## src/rtl/hilo_muldiv_pkg.sv

```systemverilog
// Shared constants, opcodes and FSM encoding for the HI/LO multiply/divide unit.
package hilo_muldiv_pkg;

    localparam int WIDTH = 32;              // operand / HI / LO width (only 32 supported)
    localparam int ITER  = 32;              // shift-add / restoring iterations, equals WIDTH
    localparam int CNT_W = $clog2(ITER);

    localparam logic [2:0] OP_NOP   = 3'd0;
    localparam logic [2:0] OP_MULT  = 3'd1;
    localparam logic [2:0] OP_MULTU = 3'd2;
    localparam logic [2:0] OP_DIV   = 3'd3;
    localparam logic [2:0] OP_DIVU  = 3'd4;
    localparam logic [2:0] OP_MTHI  = 3'd5;
    localparam logic [2:0] OP_MTLO  = 3'd6;

    typedef enum logic [1:0] {
        S_IDLE = 2'd0,
        S_MUL  = 2'd1,
        S_DIV  = 2'd2,
        S_FIX  = 2'd3
    } state_e;

    // Magnitude of a two's-complement value when the operation is signed.
    function automatic logic [WIDTH-1:0] abs_if(input logic [WIDTH-1:0] v, input logic en);
        return (en && v[WIDTH-1]) ? -v : v;
    endfunction

endpackage

```

## src/rtl/hilo_muldiv_if.sv

```systemverilog
// Request/response bundle between the execute stage and the HI/LO unit.
interface hilo_muldiv_if;
    import hilo_muldiv_pkg::*;

    logic             op_valid;
    logic [2:0]       op_code;
    logic [WIDTH-1:0] op_a;
    logic [WIDTH-1:0] op_b;
    logic             flush;
    logic             op_ready;
    logic             busy;
    logic [WIDTH-1:0] hi;
    logic [WIDTH-1:0] lo;

    // Pipeline side issues operations and reads HI/LO.
    modport master (
        output op_valid, op_code, op_a, op_b, flush,
        input  op_ready, busy, hi, lo
    );

    // Unit side.
    modport slave (
        input  op_valid, op_code, op_a, op_b, flush,
        output op_ready, busy, hi, lo
    );
endinterface

```

## src/rtl/hilo_muldiv_iter_dp.sv

```systemverilog
// One-bit-per-cycle datapath: shift-add multiply or restoring divide on a
// combined 64-bit {upper, lower} accumulator. Both operations load {0, a}
// and keep b in a side register, so a single load path serves both.
module muldiv_iter_dp
    import hilo_muldiv_pkg::*;
(
    input  logic               clk,
    input  logic               rst,
    input  logic               i_load,
    input  logic               i_step,
    input  logic               i_div,
    input  logic [WIDTH-1:0]   i_a,
    input  logic [WIDTH-1:0]   i_b,
    output logic [2*WIDTH-1:0] o_acc,
    output logic               o_last
);

    logic [2*WIDTH-1:0] r_acc;
    logic [WIDTH-1:0]   r_b;
    logic [CNT_W-1:0]   r_count;

    logic [WIDTH:0]     w_mul_sum;
    logic [WIDTH:0]     w_div_shift;
    logic [WIDTH:0]     w_div_diff;
    logic [2*WIDTH-1:0] w_acc_next;

    // Next accumulator value for one multiply or divide iteration.
    always_comb begin
        // NOTE: every signal gets a value before any branch so no latch is inferred.
        w_acc_next  = r_acc;
        w_mul_sum   = {1'b0, r_acc[2*WIDTH-1:WIDTH]} + (r_acc[0] ? {1'b0, r_b} : '0);
        w_div_shift = r_acc[2*WIDTH-1:WIDTH-1];
        w_div_diff  = w_div_shift - {1'b0, r_b};
        if (i_div) begin
            // Top bit of the difference set means the trial subtraction borrowed.
            if (w_div_diff[WIDTH])
                w_acc_next = {w_div_shift[WIDTH-1:0], r_acc[WIDTH-2:0], 1'b0};
            else
                w_acc_next = {w_div_diff[WIDTH-1:0], r_acc[WIDTH-2:0], 1'b1};
        end else begin
            w_acc_next = {w_mul_sum, r_acc[WIDTH-1:1]};
        end
    end

    // Accumulator, divisor/multiplicand and iteration counter.
    always_ff @(posedge clk) begin
        // NOTE: sequential state uses non-blocking assignments only.
        if (rst) begin
            r_acc   <= '0;
            r_b     <= '0;
            r_count <= '0;
        end else if (i_load) begin
            r_acc   <= {{WIDTH{1'b0}}, i_a};
            r_b     <= i_b;
            r_count <= '0;
        end else if (i_step) begin
            r_acc   <= w_acc_next;
            r_count <= r_count + CNT_W'(1);
        end
    end

    assign o_acc  = r_acc;
    assign o_last = (r_count == CNT_W'(ITER - 1));

endmodule

```

## src/rtl/hilo_muldiv.sv

```systemverilog
// HI/LO register pair with an iterative MULT/MULTU/DIV/DIVU engine.
// Sequence IDLE -> MUL|DIV (32 edges) -> FIX (1 edge) -> IDLE gives a
// constant 33-cycle busy window. WIDTH/ITER are fixed at 32 in the package.
module hilo_muldiv
    import hilo_muldiv_pkg::*;
(
    input  logic         clk,
    input  logic         rst,
    hilo_muldiv_if.slave bus
);

    state_e r_state, w_state_next;

    logic             r_is_div, r_neg_q, r_neg_r, r_div0;
    logic [WIDTH-1:0] r_a_raw, r_hi, r_lo;

    logic               w_accept, w_start_mul, w_start_div, w_signed;
    logic               w_load, w_step, w_last;
    logic [WIDTH-1:0]   w_abs_a, w_abs_b, w_q_fix, w_r_fix;
    logic [2*WIDTH-1:0] w_acc, w_prod_fix;

    assign w_accept    = bus.op_valid && (r_state == S_IDLE) && !bus.flush;
    assign w_start_mul = w_accept && (bus.op_code == OP_MULT || bus.op_code == OP_MULTU);
    assign w_start_div = w_accept && (bus.op_code == OP_DIV  || bus.op_code == OP_DIVU);
    assign w_signed    = (bus.op_code == OP_MULT) || (bus.op_code == OP_DIV);
    assign w_abs_a     = abs_if(bus.op_a, w_signed);
    assign w_abs_b     = abs_if(bus.op_b, w_signed);

    muldiv_iter_dp u_dp (
        .clk    (clk),
        .rst    (rst),
        .i_load (w_load),
        .i_step (w_step),
        .i_div  (r_state == S_DIV),
        .i_a    (w_abs_a),
        .i_b    (w_abs_b),
        .o_acc  (w_acc),
        .o_last (w_last)
    );

    // State register; reset takes priority over flush.
    always_ff @(posedge clk) begin
        if (rst) r_state <= S_IDLE;
        else     r_state <= w_state_next;
    end

    // Next-state logic; flush returns to IDLE from anywhere.
    always_comb begin
        w_state_next = r_state;
        if (bus.flush) begin
            w_state_next = S_IDLE;
        end else begin
            unique case (r_state)
                S_IDLE:       if (w_start_mul)      w_state_next = S_MUL;
                              else if (w_start_div) w_state_next = S_DIV;
                S_MUL, S_DIV: if (w_last)           w_state_next = S_FIX;
                S_FIX:        w_state_next = S_IDLE;
                default:      w_state_next = S_IDLE;
            endcase
        end
    end

    // Status outputs and datapath strobes decoded from the state.
    always_comb begin
        bus.busy     = (r_state != S_IDLE);
        bus.op_ready = (r_state == S_IDLE);
        w_load       = w_start_mul || w_start_div;
        w_step       = (r_state == S_MUL || r_state == S_DIV) && !bus.flush;
    end

    // Result sign flags and divide-by-zero capture at the accept edge.
    always_ff @(posedge clk) begin
        if (rst) begin
            r_is_div <= 1'b0;
            r_neg_q  <= 1'b0;
            r_neg_r  <= 1'b0;
            r_div0   <= 1'b0;
            r_a_raw  <= '0;
        end else if (w_load) begin
            r_is_div <= w_start_div;
            r_neg_q  <= w_signed && (bus.op_a[WIDTH-1] ^ bus.op_b[WIDTH-1]);
            r_neg_r  <= w_signed && bus.op_a[WIDTH-1];
            r_div0   <= w_start_div && (bus.op_b == '0);
            r_a_raw  <= bus.op_a;
        end
    end

    // Sign correction applied to the unsigned magnitude result in FIX.
    always_comb begin
        w_prod_fix = r_neg_q ? -w_acc : w_acc;
        w_q_fix    = r_neg_q ? -w_acc[WIDTH-1:0] : w_acc[WIDTH-1:0];
        w_r_fix    = r_neg_r ? -w_acc[2*WIDTH-1:WIDTH] : w_acc[2*WIDTH-1:WIDTH];
    end

    // HI/LO update: FIX writes the result, MTHI/MTLO write at accept.
    always_ff @(posedge clk) begin
        if (rst) begin
            r_hi <= '0;
            r_lo <= '0;
        end else if (r_state == S_FIX && !bus.flush) begin
            if (r_is_div && r_div0) begin
                r_hi <= r_a_raw;
                r_lo <= '1;
            end else if (r_is_div) begin
                r_hi <= w_r_fix;
                r_lo <= w_q_fix;
            end else begin
                {r_hi, r_lo} <= w_prod_fix;
            end
        end else if (w_accept && bus.op_code == OP_MTHI) begin
            r_hi <= bus.op_a;
        end else if (w_accept && bus.op_code == OP_MTLO) begin
            r_lo <= bus.op_a;
        end
    end

    assign bus.hi = r_hi;
    assign bus.lo = r_lo;

endmodule

```

## src/flat_wrapper.sv

```systemverilog
// flat-port wrapper written by rule: the top's interface ports become plain ports
module hilo_muldiv_flat import hilo_muldiv_pkg::*;
  (clk, rst, bus_op_valid, bus_op_code, bus_op_a, bus_op_b, bus_flush, bus_op_ready, bus_busy, bus_hi, bus_lo);
  hilo_muldiv_if bus_i ();
  input  logic clk;
  input  logic rst;
  input wire logic [$bits(bus_i.op_valid)-1:0] bus_op_valid;
  input wire logic [$bits(bus_i.op_code)-1:0] bus_op_code;
  input wire logic [$bits(bus_i.op_a)-1:0] bus_op_a;
  input wire logic [$bits(bus_i.op_b)-1:0] bus_op_b;
  input wire logic [$bits(bus_i.flush)-1:0] bus_flush;
  output wire logic [$bits(bus_i.op_ready)-1:0] bus_op_ready;
  output wire logic [$bits(bus_i.busy)-1:0] bus_busy;
  output wire logic [$bits(bus_i.hi)-1:0] bus_hi;
  output wire logic [$bits(bus_i.lo)-1:0] bus_lo;
  assign bus_i.op_valid = bus_op_valid;
  assign bus_i.op_code = bus_op_code;
  assign bus_i.op_a = bus_op_a;
  assign bus_i.op_b = bus_op_b;
  assign bus_i.flush = bus_flush;
  assign bus_op_ready = bus_i.op_ready;
  assign bus_busy = bus_i.busy;
  assign bus_hi = bus_i.hi;
  assign bus_lo = bus_i.lo;
  hilo_muldiv u_core (.clk(clk), .rst(rst), .bus(bus_i));
endmodule
```

## config.mk

```make
export PLATFORM = sky130hd
export DESIGN_NAME = hilo_muldiv_flat
export DESIGN_NICKNAME = d
export VERILOG_FILES = /design/src/rtl/hilo_muldiv_pkg.sv /design/src/rtl/hilo_muldiv_if.sv /design/src/rtl/hilo_muldiv_iter_dp.sv /design/src/rtl/hilo_muldiv.sv /design/src/flat_wrapper.sv
export SDC_FILE = /design/constraint.sdc
export NUM_CORES = 1
export LEC_CHECK = 0
export ABC_AREA = 0
export BUFFER_PORTS_ARGS = -buffer_cell sky130_fd_sc_hd__buf_2
export CORE_MARGIN = 2
export CORE_UTILIZATION = 45
export CTS_CLUSTER_SIZE = 28
export DETAILED_ROUTE_END_ITERATION = 8
export PLACE_DENSITY = 0.68
export SYNTH_ARGS = -nofsm -noshare
export SYNTH_HDL_FRONTEND = slang
export SYNTH_SLANG_ARGS = --single-unit
```

## constraint.sdc

```tcl
create_clock -name clk -period 4.5 [get_ports clk]
set_input_delay 0.225 -clock clk [delete_from_list [all_inputs] [get_ports clk]]
set_output_delay 0.225 -clock clk [all_outputs]
set_load 0.005 [all_outputs]
```

### After elaboration in Yosys (flattened, before gate mapping)

Index checks and enable logic that the tools add are counted.

* bits in registers: 203
* bits of input ports: 71
* word-level logic and storage cells: 87

* add/subtract/negate cells: 8
* eq/ne operators: 13
* multiplexer cells: 23
* bitwise operators: 1
* reduce and logical (&&, ||, !) cells: 30

Operator list (count)
* two-way mux 32 bit: 16
* two-way mux 64 bit: 3
* negator 32 bit: 4
* negator 64 bit: 1
* adder 32 x 32 -> 33 bit: 1
* subtractor 33 x 32 -> 33 bit: 1
* zero test 32 bit: 1
* logical AND 1 bit: 13
* == test 3 bit, second input constant: 3
* nonzero test 2 bit: 4
* == test 3 x 2 -> 1 bit, second input constant: 2
* two-way mux 2 bit: 3
* case mux 2 bit (3 select lines): 1
* OR reduction 2 bit: 3
* adder 5 x 1 -> 5 bit, second input constant: 1
* == test 5 bit, second input constant: 1
* logical OR 1 bit: 5
* == test 2 bit, second input constant: 2
* AND reduction 2 bit: 2
* == test 3 x 1 -> 1 bit, second input constant: 1
* inequality test 3 x 1 -> 1 bit, second input constant: 1
* == test 2 x 1 -> 1 bit, second input constant: 1
* zero test 2 bit: 1
* inequality test 2 x 1 -> 1 bit, second input constant: 1
* other kinds (3): 3

### Logic depth before layout (Yosys ltp)

* depth in word-level cells: 7
* depth in mapped cells: 14
* gate-level depth less buffers: 12

### Modules after synthesis

Synthesis repeated with hierarchy kept, for this count alone.

* cell total of the unflattened synthesis: 2137
* area, all modules: 16323.2 µm²

Modules (own cells, without submodules)
* muldiv_iter_dp: times used 1, cells each 1090, area an instance 8453.1 µm²
* hilo_muldiv: times used 1, cells each 1047, area an instance 7870.0 µm²

### Worst setup path before layout

OpenSTA, ideal clock, no wires.

* kind: register to register
* from: register u_core.u_dp.r_acc[0], in the netlist u_core.u_dp.o_acc[0]
* to: register u_core.u_dp.r_acc[61], in the netlist u_core.u_dp.o_acc[61]
* library setup time: 0.132 ns
* arrival: 3.069 ns
* slack: 1.299 ns
* stages on the path, launching flop included: 14
* period minus slack after synthesis: 3.201 ns
* cells stage by stage: dfxtp_1 inv_1 buf_1 nor2_1 ha_1 nand3_1 or3_1 nand4b_1 nand4_1 a22oi_1 a32oi_1 mux2_2 o211ai_1 a21oi_1

* longest elaborated chain between the ends: 3

Ends and longest elaborated chain
* start, declared: RTL line hilo_muldiv_iter_dp.sv:18 `logic [2*WIDTH-1:0] r_acc;`
* start signal, assigned: RTL line hilo_muldiv_iter_dp.sv:53 `r_acc <= {{WIDTH{1'b0}}, i_a};`
* start signal, assigned: RTL line hilo_muldiv_iter_dp.sv:57 `r_acc <= w_acc_next;`
* two-way mux 32 bit: RTL line hilo_muldiv_iter_dp.sv:31 `w_mul_sum = {1'b0, r_acc[2*WIDTH-1:WIDTH]} + (r_acc[0] ? {1'b0, r_b} : '0);`
* adder 32 x 32 -> 33 bit: RTL line hilo_muldiv_iter_dp.sv:31
* two-way mux 64 bit: RTL line hilo_muldiv_iter_dp.sv:34 `if (i_div) begin`

Every way passes these cells.
A chain may end at the register's enable or synchronous reset.

### Final worst setup path

Same ends and word-level chain as after synthesis.

==> impl_metrics.csv <==
group,metric,value,unit
final_layout,areaGrowthSynthToFinish,14.08,%
synth,syn-mean-instance-area,7.705,um^2
power_and_ir_drop,clock_group_share_of_total_power,38.2,%
floorplan,initial_utilization,45.30,%
timing,setup_repair_after_global_routing_missed_its_margin,"false",
synth,yosys.cell_types.count,82,
final_layout,multiInputGateArea,10660,um^2
route,route.detailed.drc,0,
worst_setup_path,worstSetupPathType,"reg -> reg",
clock_network,numCtsBuffers,26,
clock_network,ctsLongestPathBuffers,3,
synth,number_of_synthesized_register_bits,203,
final_layout,final_cells,2578,
clock_network,cts_post_setup_buffers_inserted,0,
route,vias,15790,
power_and_ir_drop,finalPower,0.005823,W
clock_network,clkTransAtPathRegs,60,ps
placed_design,gpl.final_weighted_congestion,0.9413,
timing,holdWs,17.75,ps
global_route,grt_usage,28.41,%
synth,ys_seq_area_share,26.16,%
synth,mapped_cell_area,15530,um^2
power_and_ir_drop,powerDensity,328.6,nW/um^2
global_route,pin_count_of_the_biggest_net_entering_global_routing,160,
timing,tns,0,ps
timing,worst_slew_margin_rel,24.08,%
route,wl_per_cell,20.39,um
power_and_ir_drop,p_int,0.003875,W
timing,setup_viol,0,
route,detailedRoute.firstPassIterationCount,6,
floorplan,die_area,36020,um^2
clock_network,cts_tree,"done",
placed_design,buffer_ports.inserted,136,
clock_network,worst_skew_pair.late_latency,560,ps
worst_setup_path,cp.arrival,4170,ps
clock_network,clock_root_buffer,"sky130_fd_sc_hd__clkbuf_16",
worst_setup_path,cp_data_required_time,4910,ps
power_and_ir_drop,netSwitchingFraction,33.45,%
timing,worst_slew_pin_slew,1139,ps
floorplan,boundary_pin_count,137,
synth,synthCells,2016,
final_layout,antenna_cells,0,
power_and_ir_drop,power.share.sequential,33.9,%
timing,hold_viol,0,
global_route,globalRouteOverflowTotal,0,
timing,period_minus_slack,3760,ps
run_status,status,"finished, final reports clean",
synth,synth-edff-count,0,
final_layout,utilization,51.68,%
global_route,antenna_violations_before_repair,0,
clock_network,htreeDepth,1,
power_and_ir_drop,switchingPower,0.001948,W
timing,finalCritPeriodShare,83.55,%
floorplan,floorplan.die.width,189.8,um
timing,clock_skew,25.93,ps
timing,clock.fmax,0.2660,GHz
placed_design,place.detailed.instances,2501,
run,max_cap_violations,0,
placed_design,dp_hpwl,38.83,mm
clock_network,post_cts.resized_instances,0,
floorplan,number_of_standard_cell_rows_in_the_floorplan,68,
global_route,first_global_vias,15040,
route,vias_per_cell,6.125,
global_route,grt_pass1_wl,82.54,mm
final_layout,seq_area,4064,um^2
worst_setup_path,timing.critical_path.to_type,"flop",
worst_setup_path,startpoint_types,"flop",
final_layout,filler_cells_inserted,3259,
final_layout,num-nets-final,2250,
min_path,hold_class,"in -> reg",
synth,synth-main-ff-cell,"sky130_fd_sc_hd__dfxtp_1",
synth,synth-async-reset-ratio,0,%
route,postRouteAntennaNets,0,
synth,ys_warn_count,0,
worst_setup_path,worst-path-max-fanout,10,
floorplan,floorplan.die.height,189.8,um
floorplan,fp.coreArea,34290,um^2
power_and_ir_drop,total_leakage_power,6.934,nW
power_and_ir_drop,ir_worst_vdd,0.3794,mV
route,initial_detailed_routing_violation_count,1321,
route,total_wire_length,52.57,mm
timing,slew_violations,0,
power_and_ir_drop,combinationalPowerShare,28.0,%
synth,synth_fp_nets,2162,
final_layout,share_of_post_route_cells_with_drive_strength_above_1,12.34,%
clock_network,clock-sinks,203,
-- worst paths after layout --
kind                                           from                                  to  slack (ps)  depth (start not counted)
hold / removal                         bus_op_b[10]    u_core.u_dp.r_b[10]$_SDFFE_PP0N_          20                          3
setup reg to reg  u_core.u_dp.o_acc[0]$_SDFFE_PP0P_  u_core.u_dp.o_acc[61]$_SDFFE_PP0P_         740                         13
hold reg to reg     u_core.r_a_raw[19]$_SDFFE_PP0N_     u_core.r_a_raw[19]$_SDFFE_PP0N_         460                          2
setup / recovery  u_core.u_dp.o_acc[0]$_SDFFE_PP0P_  u_core.u_dp.o_acc[61]$_SDFFE_PP0P_         740                         13
-- through the flow --
stage | cell area [um^2] | setup WS [ps]
after floorplan | 15530 | 1299
after global placement | 16510 | 838.1
after detailed placement | 16510 | 772.0
after CTS | 17720 | 754.5
after global routing | 17720 | 547.4
final | 17720 | 740.2
-- cells in the final DEF (no fill, tap or decap), types with 24 or more instances in the layout --
cell type and count:
sky130_fd_sc_hd__a21o_1 31, sky130_fd_sc_hd__buf_4 31, sky130_fd_sc_hd__mux2i_1 89, sky130_fd_sc_hd__buf_2 135, sky130_fd_sc_hd__nand3_1 32, sky130_fd_sc_hd__clkbuf_16 26
sky130_fd_sc_hd__ha_1 72, sky130_fd_sc_hd__nand2_1 187, sky130_fd_sc_hd__inv_1 73, sky130_fd_sc_hd__xor2_1 81, sky130_fd_sc_hd__dfxtp_1 203, sky130_fd_sc_hd__a211oi_1 99
sky130_fd_sc_hd__dlygate4sd3_1 30, sky130_fd_sc_hd__nor2_1 219, sky130_fd_sc_hd__xnor2_1 78, sky130_fd_sc_hd__a221oi_1 38, sky130_fd_sc_hd__or3_1 24, sky130_fd_sc_hd__o21ai_0 87
sky130_fd_sc_hd__a21oi_1 162, sky130_fd_sc_hd__nor3_1 42, sky130_fd_sc_hd__o22ai_1 24
-- cells in the mapped netlist, types with 23 or more instances --
cell type                  instances  area [um^2]
sky130_fd_sc_hd__a211oi_1         99        743.2
sky130_fd_sc_hd__nor3_1           42        210.2
sky130_fd_sc_hd__xnor2_1          78        683.2
sky130_fd_sc_hd__nand2_1         187        701.9
sky130_fd_sc_hd__nor2_1          221        829.6
sky130_fd_sc_hd__dfxtp_1         203         4064
sky130_fd_sc_hd__o21ai_0          87        435.4
sky130_fd_sc_hd__a21o_1           31        232.7
sky130_fd_sc_hd__xor2_1           81        709.4
sky130_fd_sc_hd__nand3_1          32        160.2
sky130_fd_sc_hd__or3_1            24        150.1
sky130_fd_sc_hd__o22ai_1          24        150.1
sky130_fd_sc_hd__a21oi_1         163        815.8
sky130_fd_sc_hd__clkbuf_1        114        427.9
sky130_fd_sc_hd__inv_1            73        274.0
sky130_fd_sc_hd__mux2i_1          89        890.9
sky130_fd_sc_hd__ha_1             73        913.4
sky130_fd_sc_hd__a31oi_1          23        143.9
sky130_fd_sc_hd__a221oi_1         38        332.8
-- power by group through the flow --
stage	Sequential, W	Clock [W]	Combinational [W]
3_5_place_dp	0.00201	0	0.00158
5_1_grt	0.00198	0.00231	0.00177
6_report	0.00197	0.00222	0.00163
3_3_place_gp	0.00200	0	0.00157
4_1_cts	0.00197	0.00224	0.00161
2_1_floorplan	0.00197	0	0.00118
-- repair_timing --
item / in CTS / in global routing
endpoints found under the setup margin: 0 / 0
hold buffers: 30 / 0
hold endpoints to repair: 31 / 0
-- flip-flops by register name (all words and copies together), names as in the netlist --
| register | count |
|---|---|
| u_core.bus.hi | 32 |
| u_core.bus.lo | 32 |
| u_core.r_a_raw | 32 |
| u_core.r_div0 | 1 |
| u_core.r_is_div | 1 |
| u_core.r_neg_q | 1 |
| u_core.r_neg_r | 1 |
| u_core.r_state | 2 |
| u_core.u_dp.o_acc | 64 |
| u_core.u_dp.r_b | 32 |
| u_core.u_dp.r_count | 5 |
-- worst max-delay path, cell delays in order, from the launching register on --
cell and delay (ps):
sky130_fd_sc_hd__dfxtp_1 350, sky130_fd_sc_hd__inv_1 230, sky130_fd_sc_hd__buf_4 240, sky130_fd_sc_hd__nor2_1 60
sky130_fd_sc_hd__ha_1 390, sky130_fd_sc_hd__nand3_1 150, sky130_fd_sc_hd__or3_1 420, sky130_fd_sc_hd__nand4b_1 270
sky130_fd_sc_hd__nand4_1 250, sky130_fd_sc_hd__a22oi_1 200, sky130_fd_sc_hd__a32oi_1 410, sky130_fd_sc_hd__mux2_2 390
sky130_fd_sc_hd__o211ai_1 170, sky130_fd_sc_hd__a21oi_1 80
-- cells by family after synthesis --
family | share of synthesized area (%)
and+or+nand+nor | 19.74
AOI/OAI and AO/OA | 27.34
buffers and inverters | 5.413
DFF | 26.16
xor gates and xnor gates | 8.966
muxes | 6.243
adders and majority gates | 6.138
-- final cells by class --
type	count	share of cell area (%)
multi-input cells	1602	60.17
flip-flops and latches	203	22.93
repair buffers	198	6.998
clock buffers	36	4.166
well taps	455	3.213
inverters	73	1.546
clock inverters	11	0.9674
-- layer usage --
metal | GRT usage (%) | wire length, um
met4 | 10.05 | 1851
met1 | 36.53 | 22600
met2 | 49.72 | 25040
met5 | 0 | 0
met3 | 2.564 | 3084
Note: power is estimated with default switching activity, not from simulation.
